<file path="src/rtl/seq_det_pkg.sv">
// rtl/seq_det_pkg.sv - shared state encoding and parameter limits for the sequence detector
package seq_det_pkg;

  // Detector states: no pattern loaded, searching, and one-cycle match report.
  typedef enum logic [1:0] {
    ST_IDLE  = 2'd0,
    ST_HUNT  = 2'd1,
    ST_MATCH = 2'd2
  } det_state_e;

  // Legal ranges for the pattern length and the match counter width.
  localparam int PAT_W_MIN = 2;
  localparam int PAT_W_MAX = 16;
  localparam int CNT_W_MIN = 2;
  localparam int CNT_W_MAX = 16;

endpackage

</file>
<file path="src/rtl/seq_detector_fsm_if.sv">
// rtl/seq_detector_fsm_if.sv - configuration, stream and status signals of the sequence detector
interface seq_detector_fsm_if #(
  parameter int PAT_W = 4,
  parameter int CNT_W = 8
);

  logic             cfg_load;
  logic [PAT_W-1:0] cfg_pattern;
  logic             cfg_overlap;
  logic             clr_count;
  logic             in_valid;
  logic             inp;
  logic             z;
  logic             armed;
  logic [CNT_W-1:0] match_count;
  logic             count_ovf;

  // Driver side: configures the detector, feeds the stream, observes status.
  modport master (
    output cfg_load, cfg_pattern, cfg_overlap, clr_count, in_valid, inp,
    input  z, armed, match_count, count_ovf
  );

  // Detector side.
  modport slave (
    input  cfg_load, cfg_pattern, cfg_overlap, clr_count, in_valid, inp,
    output z, armed, match_count, count_ovf
  );

endinterface

</file>
<file path="src/rtl/sat_counter.sv">
// rtl/sat_counter.sv - saturating event counter with sticky overflow flag
module sat_counter #(
  parameter int WIDTH = 8
) (
  input  logic             clk,
  input  logic             reset,
  input  logic             inc,
  input  logic             clr,
  output logic [WIDTH-1:0] count,
  output logic             ovf
);

  logic [WIDTH-1:0] count_q;
  logic             ovf_q;

  // Clear wins over increment; an increment while saturated only raises the flag.
  always_ff @(posedge clk or posedge reset) begin
    if (reset) begin
      count_q <= '0;
      ovf_q   <= 1'b0;
    end else if (clr) begin
      count_q <= '0;
      ovf_q   <= 1'b0;
    end else if (inc) begin
      if (count_q == {WIDTH{1'b1}}) begin
        ovf_q <= 1'b1;
      end else begin
        count_q <= count_q + 1'b1;
      end
    end
  end

  assign count = count_q;
  assign ovf   = ovf_q;

endmodule

</file>
<file path="src/rtl/seq_detector_fsm.sv">
// rtl/seq_detector_fsm.sv - serial pattern detector with overlap mode and saturating match counter
module seq_detector_fsm
  import seq_det_pkg::*;
#(
  parameter int PAT_W = 4,
  parameter int CNT_W = 8
) (
  input logic                clk,
  input logic                reset,
  seq_detector_fsm_if.slave  bus
);

  localparam int FILL_W = $clog2(PAT_W + 1);

  if (PAT_W < PAT_W_MIN || PAT_W > PAT_W_MAX) begin : g_bad_pat_w
    $error("seq_detector_fsm: PAT_W out of range");
  end
  if (CNT_W < CNT_W_MIN || CNT_W > CNT_W_MAX) begin : g_bad_cnt_w
    $error("seq_detector_fsm: CNT_W out of range");
  end

  det_state_e        state_q, state_d;
  logic [PAT_W-1:0]  hist_q, hist_d;
  logic [FILL_W-1:0] fill_q, fill_d;
  logic [PAT_W-1:0]  pat_q, pat_d;
  logic              ovl_q, ovl_d;

  logic [PAT_W-1:0]  hist_shift;
  logic [FILL_W-1:0] fill_inc;
  logic              match;

  // State, history, fill and latched configuration; reset abandons everything.
  always_ff @(posedge clk or posedge reset) begin
    if (reset) begin
      state_q <= ST_IDLE;
      hist_q  <= '0;
      fill_q  <= '0;
      pat_q   <= '0;
      ovl_q   <= 1'b0;
    end else begin
      state_q <= state_d;
      hist_q  <= hist_d;
      fill_q  <= fill_d;
      pat_q   <= pat_d;
      ovl_q   <= ovl_d;
    end
  end

  // Next state: a load always restarts the hunt; otherwise accepted bits shift in and are compared.
  always_comb begin
    state_d    = state_q;
    hist_d     = hist_q;
    fill_d     = fill_q;
    pat_d      = pat_q;
    ovl_d      = ovl_q;
    match      = 1'b0;
    hist_shift = {hist_q[PAT_W-2:0], bus.inp};
    fill_inc   = (fill_q == FILL_W'(PAT_W)) ? fill_q : fill_q + 1'b1;

    if (bus.cfg_load) begin
      // The bit presented alongside a load is deliberately dropped.
      pat_d   = bus.cfg_pattern;
      ovl_d   = bus.cfg_overlap;
      hist_d  = '0;
      fill_d  = '0;
      state_d = ST_HUNT;
    end else begin
      case (state_q)
        ST_HUNT, ST_MATCH: begin
          state_d = ST_HUNT;
          if (bus.in_valid) begin
            hist_d = hist_shift;
            fill_d = fill_inc;
            if (fill_inc == FILL_W'(PAT_W) && hist_shift == pat_q) begin
              match   = 1'b1;
              state_d = ST_MATCH;
              // Non-overlapping mode needs a full fresh pattern for the next hit.
              if (!ovl_q) begin
                fill_d = '0;
              end
            end
          end
        end
        default: begin
          state_d = ST_IDLE;
        end
      endcase
    end
  end

  sat_counter #(
    .WIDTH (CNT_W)
  ) u_match_cnt (
    .clk   (clk),
    .reset (reset),
    .inc   (match),
    .clr   (bus.clr_count),
    .count (bus.match_count),
    .ovf   (bus.count_ovf)
  );

  assign bus.z     = (state_q == ST_MATCH);
  assign bus.armed = (state_q != ST_IDLE);

endmodule

</file>
<file path="src/flat_wrapper.sv">
// flat-port wrapper written by rule: the top's interface ports become plain ports
module seq_detector_fsm_flat import seq_det_pkg::*;
#(
  parameter int PAT_W = 4,
  parameter int CNT_W = 8
)
  (clk, reset, bus_cfg_load, bus_cfg_pattern, bus_cfg_overlap, bus_clr_count, bus_in_valid, bus_inp, bus_z, bus_armed, bus_match_count, bus_count_ovf);
  seq_detector_fsm_if #(.PAT_W(PAT_W), .CNT_W(CNT_W)) bus_i ();
  input logic clk;
  input logic reset;
  input wire logic [$bits(bus_i.cfg_load)-1:0] bus_cfg_load;
  input wire logic [$bits(bus_i.cfg_pattern)-1:0] bus_cfg_pattern;
  input wire logic [$bits(bus_i.cfg_overlap)-1:0] bus_cfg_overlap;
  input wire logic [$bits(bus_i.clr_count)-1:0] bus_clr_count;
  input wire logic [$bits(bus_i.in_valid)-1:0] bus_in_valid;
  input wire logic [$bits(bus_i.inp)-1:0] bus_inp;
  output wire logic [$bits(bus_i.z)-1:0] bus_z;
  output wire logic [$bits(bus_i.armed)-1:0] bus_armed;
  output wire logic [$bits(bus_i.match_count)-1:0] bus_match_count;
  output wire logic [$bits(bus_i.count_ovf)-1:0] bus_count_ovf;
  assign bus_i.cfg_load = bus_cfg_load;
  assign bus_i.cfg_pattern = bus_cfg_pattern;
  assign bus_i.cfg_overlap = bus_cfg_overlap;
  assign bus_i.clr_count = bus_clr_count;
  assign bus_i.in_valid = bus_in_valid;
  assign bus_i.inp = bus_inp;
  assign bus_z = bus_i.z;
  assign bus_armed = bus_i.armed;
  assign bus_match_count = bus_i.match_count;
  assign bus_count_ovf = bus_i.count_ovf;
  seq_detector_fsm #(.PAT_W(PAT_W), .CNT_W(CNT_W)) u_core (.clk(clk), .reset(reset), .bus(bus_i));
endmodule
</file>
<file path="config.mk">
export PLATFORM = sky130hd
export DESIGN_NAME = seq_detector_fsm_flat
export DESIGN_NICKNAME = d
export VERILOG_FILES = /design/src/rtl/seq_det_pkg.sv /design/src/rtl/seq_detector_fsm_if.sv /design/src/rtl/sat_counter.sv /design/src/rtl/seq_detector_fsm.sv /design/src/flat_wrapper.sv
export SDC_FILE = /design/constraint.sdc
export NUM_CORES = 1
export LEC_CHECK = 0
export ABC_AREA = 1
export BUFFER_PORTS_ARGS = -buffer_cell sky130_fd_sc_hd__buf_2
export CAP_MARGIN = 40
export CORE_MARGIN = 2
export CORE_UTILIZATION = 50
export CTS_BUF_LIST = sky130_fd_sc_hd__clkbuf_16
export DETAILED_ROUTE_END_ITERATION = 10
export GPL_ROUTABILITY_DRIVEN = 0
export MAX_ROUTING_LAYER = met4
export PLACE_DENSITY = 0.8
export SYNTH_ARGS = -nofsm -noshare
export SYNTH_HDL_FRONTEND = slang
export SYNTH_HIERARCHICAL = 1
export SYNTH_SLANG_ARGS = --single-unit
</file>
<file path="constraint.sdc">
create_clock -name clk -period 3.62 [get_ports clk]
set_clock_uncertainty 0.2 [all_clocks]
set_input_delay 0.362 -clock clk [delete_from_list [all_inputs] [get_ports clk]]
set_output_delay 0.362 -clock clk [all_outputs]
set_load 0.01 [all_outputs]
</file>
Word level (Yosys, flattened, before mapping)
Cells that the tools add are included.

Flip-flop bits (word level): 22. Input bits: 11. Output and inout bits: 11.

Equality and inequality tests: 7. Reduce and logical (&&, ||, !) cells: 10. Add/sub/neg operators: 2. Mux-type cells: 23.

Operator list (number): $mux 3 (9); $mux 8 (3); $reduce_bool 2->1 (5); $add 8x1->8 const B (1); $eq 8x8->1 const B (1); $mux 2 (4); $mux 1 (7); $eq 3x3->1 const B (2); $reduce_and 2->1 (3); $eq 4x4->1 (1); $add 3x1->3 const B (1); $eq 2x1->1 const B (1); $eq 2x2->1 const B (1); $ne 2x2->1 const B (1); $reduce_or 2->1 (1); $logic_and 1x1->1 (1).

Logic depth before layout (Yosys ltp)
Gate-level depths: netlist (run 1).

Depth in word-level cells: 10. Mapped depth: 13.

Hierarchy
The synthesis (run 1) kept the hierarchy.

By module, submodules not included: seq_detector_fsm (area each 732.0 um^2, instances 1, cells each 95); sat_counter (area each 545.5 um^2, instances 1, cells each 76).

Worst setup path after synthesis (run 1)
No wires, ideal clock.

Path kind: flip-flop to flip-flop. Start point: reg u_core.state_q[1]. End point: reg u_core.u_match_cnt.count_q[7], in the netlist u_core/u_match_cnt/count[7]. Stages on the path, launching flop included: 12. Setup time: 113 ps. Arrival time: 1692 ps. Path slack: 1615 ps. Buffers on the path: 0. Period minus slack after synthesis: 2005 ps. Cell sequence: dfrtp_1 inv_1 ha_1 nand2_1 nor2_1 inv_1 nor3_2 inv_1 a21oi_1 nand3_1 nand2_1 inv_1.

Word-level cells in the longest chain between the ends: 6. Elaborated cells on any way between the ends: 7.

RTL lines: start: declaration (RTL line seq_detector_fsm.sv:22) `det_state_e state_q, state_d;`; start signal: assignment (RTL line seq_detector_fsm.sv:41) `state_q <= state_d;`; $eq 2x2->1 or $eq 2x1->1 (tied branches) (RTL line seq_detector_fsm.sv:68) `case (state_q)`; $reduce_or 2->1 (*) (RTL line seq_detector_fsm.sv:68); $mux 1 (*) (RTL line seq_detector_fsm.sv:68); $mux 1 (*) (RTL line seq_detector_fsm.sv:60) `if (bus.cfg_load) begin`; net u_core.match (RTL line seq_detector_fsm.sv:30) `logic match;`; $reduce_bool 2->1 (no source line) (*); $reduce_and 2->1 (no source line) (*); end signal: assignment (RTL line sat_counter.sv:28) `count_q <= count_q + 1'b1;`; end: declaration (RTL line sat_counter.sv:13) `logic [WIDTH-1:0] count_q;`.

The timed path passes the listed nets; every way through them passes the cells marked *. A chain may end at the register's enable or synchronous reset.

Worst setup path after layout (run 1)
Same ends and word-level chain as after synthesis.

==> impl_metrics.yaml, run 1 <==
pwr:
  p_int_uw: 421.4
  switching_share_pct: 23.23
  irDropWorstVdd_uv: 304.1
  clockPowerShare_pct: 41.1
  power.switching_uw: 127.5
  comb_power_share_pct: 11.5
  powerDensity_nw_per_um2: 365.6
  seqPwrFrac_pct: 47.4
  power_uw: 548.9
  leakage_uw: 0.0007835
floorplanning:
  die_y_um: 54.55
  start_util_pct: 52.04
  die_w_um: 54.55
  num_rows: 18
  dieArea_um2: 2975
  core_um2: 2455
  ioPinCount: 22
routing:
  vias: 1160
  drc: 0
  routedWlPerCell_um: 12.02
  dr.pass1.iters: 4
  dr.first_iter.drc_count: 46
  drt-total-wl_um: 2704
  vias_per_cell: 5.156
  antenna_left: 0
logic_synthesis:
  synthAdderAreaFrac_pct: 4.897
  synth_top_family_by_area: "simple AND/OR/NAND/NOR gates"
  synthSimpleGateAreaFrac_pct: 30.95
  ys_ff_latch: 22
  synth_compound_area_share_pct: 11.36
  synthXorXnorAreaFrac_pct: 0
  syn_nets: 187
  muxShareOfSynthArea_pct: 0
  netlist_area_um2: 1277
  syn_area_per_cell_um2: 7.471
  synth_cell_types: 21
  synth-warning-count: 6
  synthCells: 171
  synth_seq_area_share_pct: 43.10
global_routing:
  gr-total-overflow: 0
  grt_pass1_vias: 990
  grt_max_degree: 14
  grt_pass1_wl_um: 4146
  antenna_found_initial: 0
  grt_usage_pct: 20.40
worst_setup_path:
  r2r_setup_slack_ps: 1300
  critPathSlowestCell: "dfrtp_1"
  cp_common_cell: "inv_1"
  crit_arrival_ps: 2270
  cp.required_ps: 3570
  cp_max_fo: 5
  path_buf_inv: 4
  cpLargestDelayFamily: "simple AND/OR/NAND/NOR gates"
  cp_cell_sequence: "inv_1 > ha_1 > nand2_1 > nor2_1 > inv_1 > nor3_2 > inv_1 > a21oi_1 > nand3_1 > nand2_1 > inv_1"
  critPathKind: "register to register"
  crit_path_max_incr_delay_ps: 340
  critPathLaunchType: "register"
  critPathCaptureType: "register"
timing:
  setup_violations: 0
  rsz0062_at_grt: "no"
  fmax_mhz: 431.0
  finalCritPeriodShare_pct: 64.09
  finalCriticalPeriod_ps: 2320
  fin_setup_tns_ps: 0
  slew_viol_final: 0
  slew_headroom_pct: 66.20
  hold_viol: 0
  worstMarginPinSlew_ps: 506.5
placed_design:
  io_buffers: 21
  dpl.hpwl_um: 1938
clock_tree:
  path_clk_slew_ps: 50
  cts_sinks: 22
  cts_tree: "done"
  clock_path_buffers: 2
  cts_root_buffer: "clkbuf_16"
  clk-insertion-delay-late_ps: 250
  cts_buffers: 3
  htreeDepth: 1
finish:
  fillCellCount: 222
  final_nets: 213
  syn_to_final_growth_pct: 17.53
  antenna_cells: 0
  drive_gt1_share_pct: 22.05
run_status:
  outcome: "complete, no violations"
hold_path:
  min_path_type: "primary input to register"
run:
  drv_cap: 0
==> layer usage <==
layer / global-route usage [%] / part of all wire (%) / vias to the layer above
met5: - / 0 / -
met4: 10.83 / 1.7 / 0
met3: 4.645 / 5.7 / 7
met2: 30.32 / 46 / 37
met1: 25.82 / 47 / 526
li1: - / - / 590
==> cell usage in the layout, fill, tap and decap left out, types with 4 or more instances in the layout <==
| cell type | n |
|---|---|
| nor2_2 | 4 |
| nand2_2 | 4 |
| o21ai_0 | 9 |
| o22ai_1 | 4 |
| inv_1 | 25 |
| dfrtp_1 | 22 |
| inv_2 | 5 |
| nor2_1 | 8 |
| nand2_1 | 48 |
| buf_2 | 21 |
| a21oi_1 | 6 |
| nand3_1 | 15 |
| ha_1 | 5 |
==> what timing repair did <==
| action | in CTS | in global routing |
|---|---|---|
| hold buffers | 1 | 0 |
| endpoints found under the setup margin | 0 | 0 |
| buffers inserted | 0 | 0 |
| endpoints found under the hold margin | 22 | 0 |
| resized for setup | 0 | 0 |
==> power by group through the flow <==
stage                     Clock, uW  Combinational (uW)  Sequential [uW]
after floorplan                   0                44.3              263
after global placement            0                58.6              264
after detailed placement          0                60.4              265
after CTS                       230                62.9              260
after global routing            241                71.4              261
final                           225                63.1              260
==> stage by stage <==
stage	hold slack, ps	area [um^2]	std cells	utilization (%)	setup slack (ps)
detailed placement	148.6	1416	221	57.70	1376
finish	110.1	1501	225	61.16	1300
global placement	147.2	1416	221	57.70	1473
CTS	114.0	1501	225	61.16	1319
floorplan	-10.08	1277	171	-	1615
global route	130.5	1501	225	61.16	1100
==> worst reg2reg max path, delay by kind of cell (launching register included) <==
family | cells | cell delay, ps
compound gates | 1 | 320
fa+ha+maj | 1 | 270
buf+inv | 4 | 340
flops | 1 | 340
simple gates | 5 | 740
==> area by class of cell <==
type	instances	area [um^2]	share of cell area [%]
multi-input combinational	116	603.1	40.17
sequential	22	550.5	36.67
inverter	32	120.1	8.000
timing repair buffer	22	115.1	7.667
clock buffer	3	75.07	5.000
tap	30	37.54	2.500
==> synth_stat cells <==
cell type	n	area, um^2
o21ai_2	2	17.52
nand3_1	15	75.07
clkbuf_1	1	3.750
o21bai_1	3	22.52
nand3_2	2	20.02
nor2_2	4	25.02
ha_1	5	62.56
nor3_2	1	10.01
o22ai_1	4	25.02
o21ai_1	1	5.000
o21ai_0	9	45.04
dfrtp_1	22	550.5
inv_2	5	18.77
nand4_1	3	18.77
clkinv_1	2	7.510
nand2_4	1	11.26
inv_1	25	93.84
nor2_1	8	30.03
nand2_2	4	25.02
a21oi_1	6	30.03
nand2_1	48	180.2
==> logic make-up after synthesis <==
group / Yosys count
compound gates: 25
simple gates: 86
fa+ha+maj: 5
flops: 22
buf+inv: 33
==> worst paths after layout <==
path | cells after the start | end | startpoint
worst max-delay path | 11 | u_core/u_match_cnt/count[7] | u_core/state_q[1]
worst min-delay path | 2 | u_core/u_match_cnt/ovf | bus_clr_count
worst max register to register | 11 | u_core/u_match_cnt/count[7] | u_core/state_q[1]
worst min register to register | 2 | u_core/u_match_cnt/ovf | u_core/u_match_cnt/ovf
max in group asynchronous | 3 | u_core/state_q[0] | reset
min in group asynchronous | 3 | u_core/u_match_cnt/count[0] | reset
==> state kept, by name (all words and copies together) (netlist names) <==
register                  count
u_core/fill_q                 3
u_core/hist_q                 3
u_core/ovl_q                  1
u_core/state_q                2
u_core/u_match_cnt/ovf        1
u_core/u_match_cnt/count      8
u_core/pat_q                  4
No activity file was read; power rests on OpenSTA's default activity.
==> run 2: changes to the inputs <==
--- a/config.mk
+++ b/config.mk
@@ -9,12 +9,12 @@
 export BUFFER_PORTS_ARGS = -buffer_cell sky130_fd_sc_hd__buf_2
 export CAP_MARGIN = 40
 export CORE_MARGIN = 2
-export CORE_UTILIZATION = 50
+export CORE_UTILIZATION = 49
 export CTS_BUF_LIST = sky130_fd_sc_hd__clkbuf_16
 export DETAILED_ROUTE_END_ITERATION = 10
 export GPL_ROUTABILITY_DRIVEN = 0
 export MAX_ROUTING_LAYER = met4
-export PLACE_DENSITY = 0.8
+export PLACE_DENSITY = 0.82
 export SYNTH_ARGS = -nofsm -noshare
 export SYNTH_HDL_FRONTEND = slang
 export SYNTH_HIERARCHICAL = 1
==> constraint.sdc (replaced) <==
create_clock -name clk -period 2 [get_ports clk]
set_clock_uncertainty 0.2 [all_clocks]
set_input_delay 0.2 -clock clk [delete_from_list [all_inputs] [get_ports clk]]
set_output_delay 0.2 -clock clk [all_outputs]
set_load 0.01 [all_outputs]
==> run 2 against run 1 <==
Effect of this change: the flow now finishes with violations (negative setup slack); critical path type unchanged; die area increased by 1.9%; largest cell class unchanged; final cell count increased by 6.7%; sequential power increased by 82%; via count increased by 5.4%; clock-buffer cell count unchanged; power increased by 91%; setup slack got worse by 1300 ps; utilization increased by 7.3 points; register-to-register slack got worse by 1300 ps; critical path depth increased by 2; critical endpoint unchanged; wire length increased by 11%; maximum frequency increased by 15%.
==> impl_metrics.yaml, run 2 (synthesis gave the netlist of run 1 again) <==
finish:
  antenna_cells: 0
  layout_common_cells: "nand2_1, dfrtp_1, buf_2, inv_1, nand3_1"
  largest_register_ffs: 8
  drive_gt1_share_pct: 32.38
  syn_to_final_growth_pct: 32.81
  layout_commonest_cell: "nand2_1"
  final_nets: 227
  fillCellCount: 202
  design_area_um2: 1697
floorplanning:
  dieArea_um2: 3032
  die_w_um: 55.06
  die_y_um: 55.06
  ioPinCount: 22
  start_util_pct: 51.57
  core_um2: 2477
  num_rows: 18
routing:
  dr.pass1.iters: 4
  vias: 1223
  vias_per_cell: 5.096
  drc: 0
  dr.first_iter.drc_count: 30
  antenna_left: 0
  routedWlPerCell_um: 12.50
  drt-total-wl_um: 3000
pwr:
  p_int_uw: 791.4
  switching_share_pct: 24.70
  irDropWorstVdd_uv: 550.3
  comb_power_share_pct: 14.8
  clockPowerShare_pct: 40.2
  seqPwrFrac_pct: 45.0
  leakage_uw: 0.0008683
  power.switching_uw: 259.6
  powerDensity_nw_per_um2: 619.4
  power_uw: 1051
timing:
  rsz0062_at_grt: "yes"
  worst_slack_ps: -26.11
  worstMarginPinSlew_ps: 526.5
  fin_setup_tns_ps: -26.11
  finalCritPeriodShare_pct: 101.3
  fmax_mhz: 493.6
  setup_violations: 1
  slew_headroom_pct: 64.86
  finalCriticalPeriod_ps: 2026
  hold_viol: 0
  slew_viol_final: 0
global_routing:
  antenna_found_initial: 0
  grt_usage_pct: 21.63
  gr-total-overflow: 0
  grt_pass1_wl_um: 4450
  grt_max_degree: 14
  grt_pass1_vias: 1079
clock_tree:
  cts_tree: "done"
  path_clk_slew_ps: 60
  clock_path_buffers: 2
  cts_sinks: 22
  cts_buffers: 3
  htreeDepth: 1
  clk-insertion-delay-late_ps: 250
  cts_root_buffer: "clkbuf_16"
placed_design:
  io_buffers: 21
  dpl.hpwl_um: 1897
  dpl-instance-area_um2: 1458
worst_setup_path:
  critPathKind: "register to register"
  r2r_setup_slack_ps: -30
  crit_arrival_ps: 1970
  critPathLaunchType: "register"
  cp_max_fo: 5
  worstRegToRegCells: 13
  critPathCaptureType: "register"
  cp.required_ps: 1950
run:
  drv_cap: 0
hold_path:
  hold_depth: 3
  min_path_type: "primary input to register"
run_status:
  outcome: "complete, but fails checks"
  violations: "negative setup slack"
run 2: cell count changes in the layout (fill, tap and decap cells not counted), sizes merged:
cell and delta:
buf +7, dlygate4sd3 +6, inv +1, nand2 +1
run 2: cell type report:
type                            count  area [um^2]  share of cell area, %
Clock buffer                        3        75.07                  4.425
Clock inverter                      1        3.754                 0.2212
Inverter                           32        120.1                  7.080
Multi-Input combinational cell    117        681.9                  40.19
Sequential cell                    22        550.5                  32.45
Tap cell                           30        37.54                  2.212
Timing Repair Buffer               35        227.7                  13.42
run 2: metal layers:
metal / track usage, % / part of all wire, %
met5: - / 0
met2: 32.54 / 46
met3: 4.032 / 3.9
met4: 8.537 / 1.9
met1: 28.94 / 48
run 2: worst paths after layout:
kind | from | endpoint
min in group asynchronous | reset | u_core/u_match_cnt/count[0]
min reg2reg | u_core/u_match_cnt/ovf | u_core/u_match_cnt/ovf
min | bus_inp | u_core/hist_q[0]
max in group asynchronous | reset | u_core/fill_q[0]
max | u_core/fill_q[1] | u_core/u_match_cnt/count[7]
max reg2reg | u_core/fill_q[1] | u_core/u_match_cnt/count[7]
run 2: through the flow:
step,util (%),setup WS (ps),hold WS (ps),instances
3_3_place_gp,58.84,30.34,2.682,226
5_1_grt,68.48,-115.7,43.02,240
2_1_floorplan,-,81.81,-172.1,171
6_report,68.48,-26.11,34.28,240
4_1_cts,65.25,2.607,31.02,237
3_5_place_dp,58.84,-41.53,0.6194,226
run 2: power groups by stage:
stage                     Combinational (uW)  Sequential [uW]  Clock, uW
after floorplan                         80.3              477          0
after global placement                   119              478          0
after detailed placement                 121              479          0
after CTS                                134              471        433
after global routing                     174              474        448
final                                    156              472        422
run 2: worst max-delay path, cell delays in order, from the launching register on:
cell and delay, ps:
dfrtp_1 400, inv_2 90, ha_4 130, nand2_2 60, nand2_2 70, nand2_2 70, inv_2 70, nand3_2 90
nor3_4 230, inv_2 100, a21oi_4 180, nand3_2 90, nand2_1 90, inv_1 40
run 2: what timing repair did:
item                       CTS  global route
hold buffers                 7             0
resized for setup            2            22
hold endpoints to repair    28             0
gates cloned                 0             1
setup buffers                0             2
setup endpoints to repair    4             8
pin swaps                    0             7
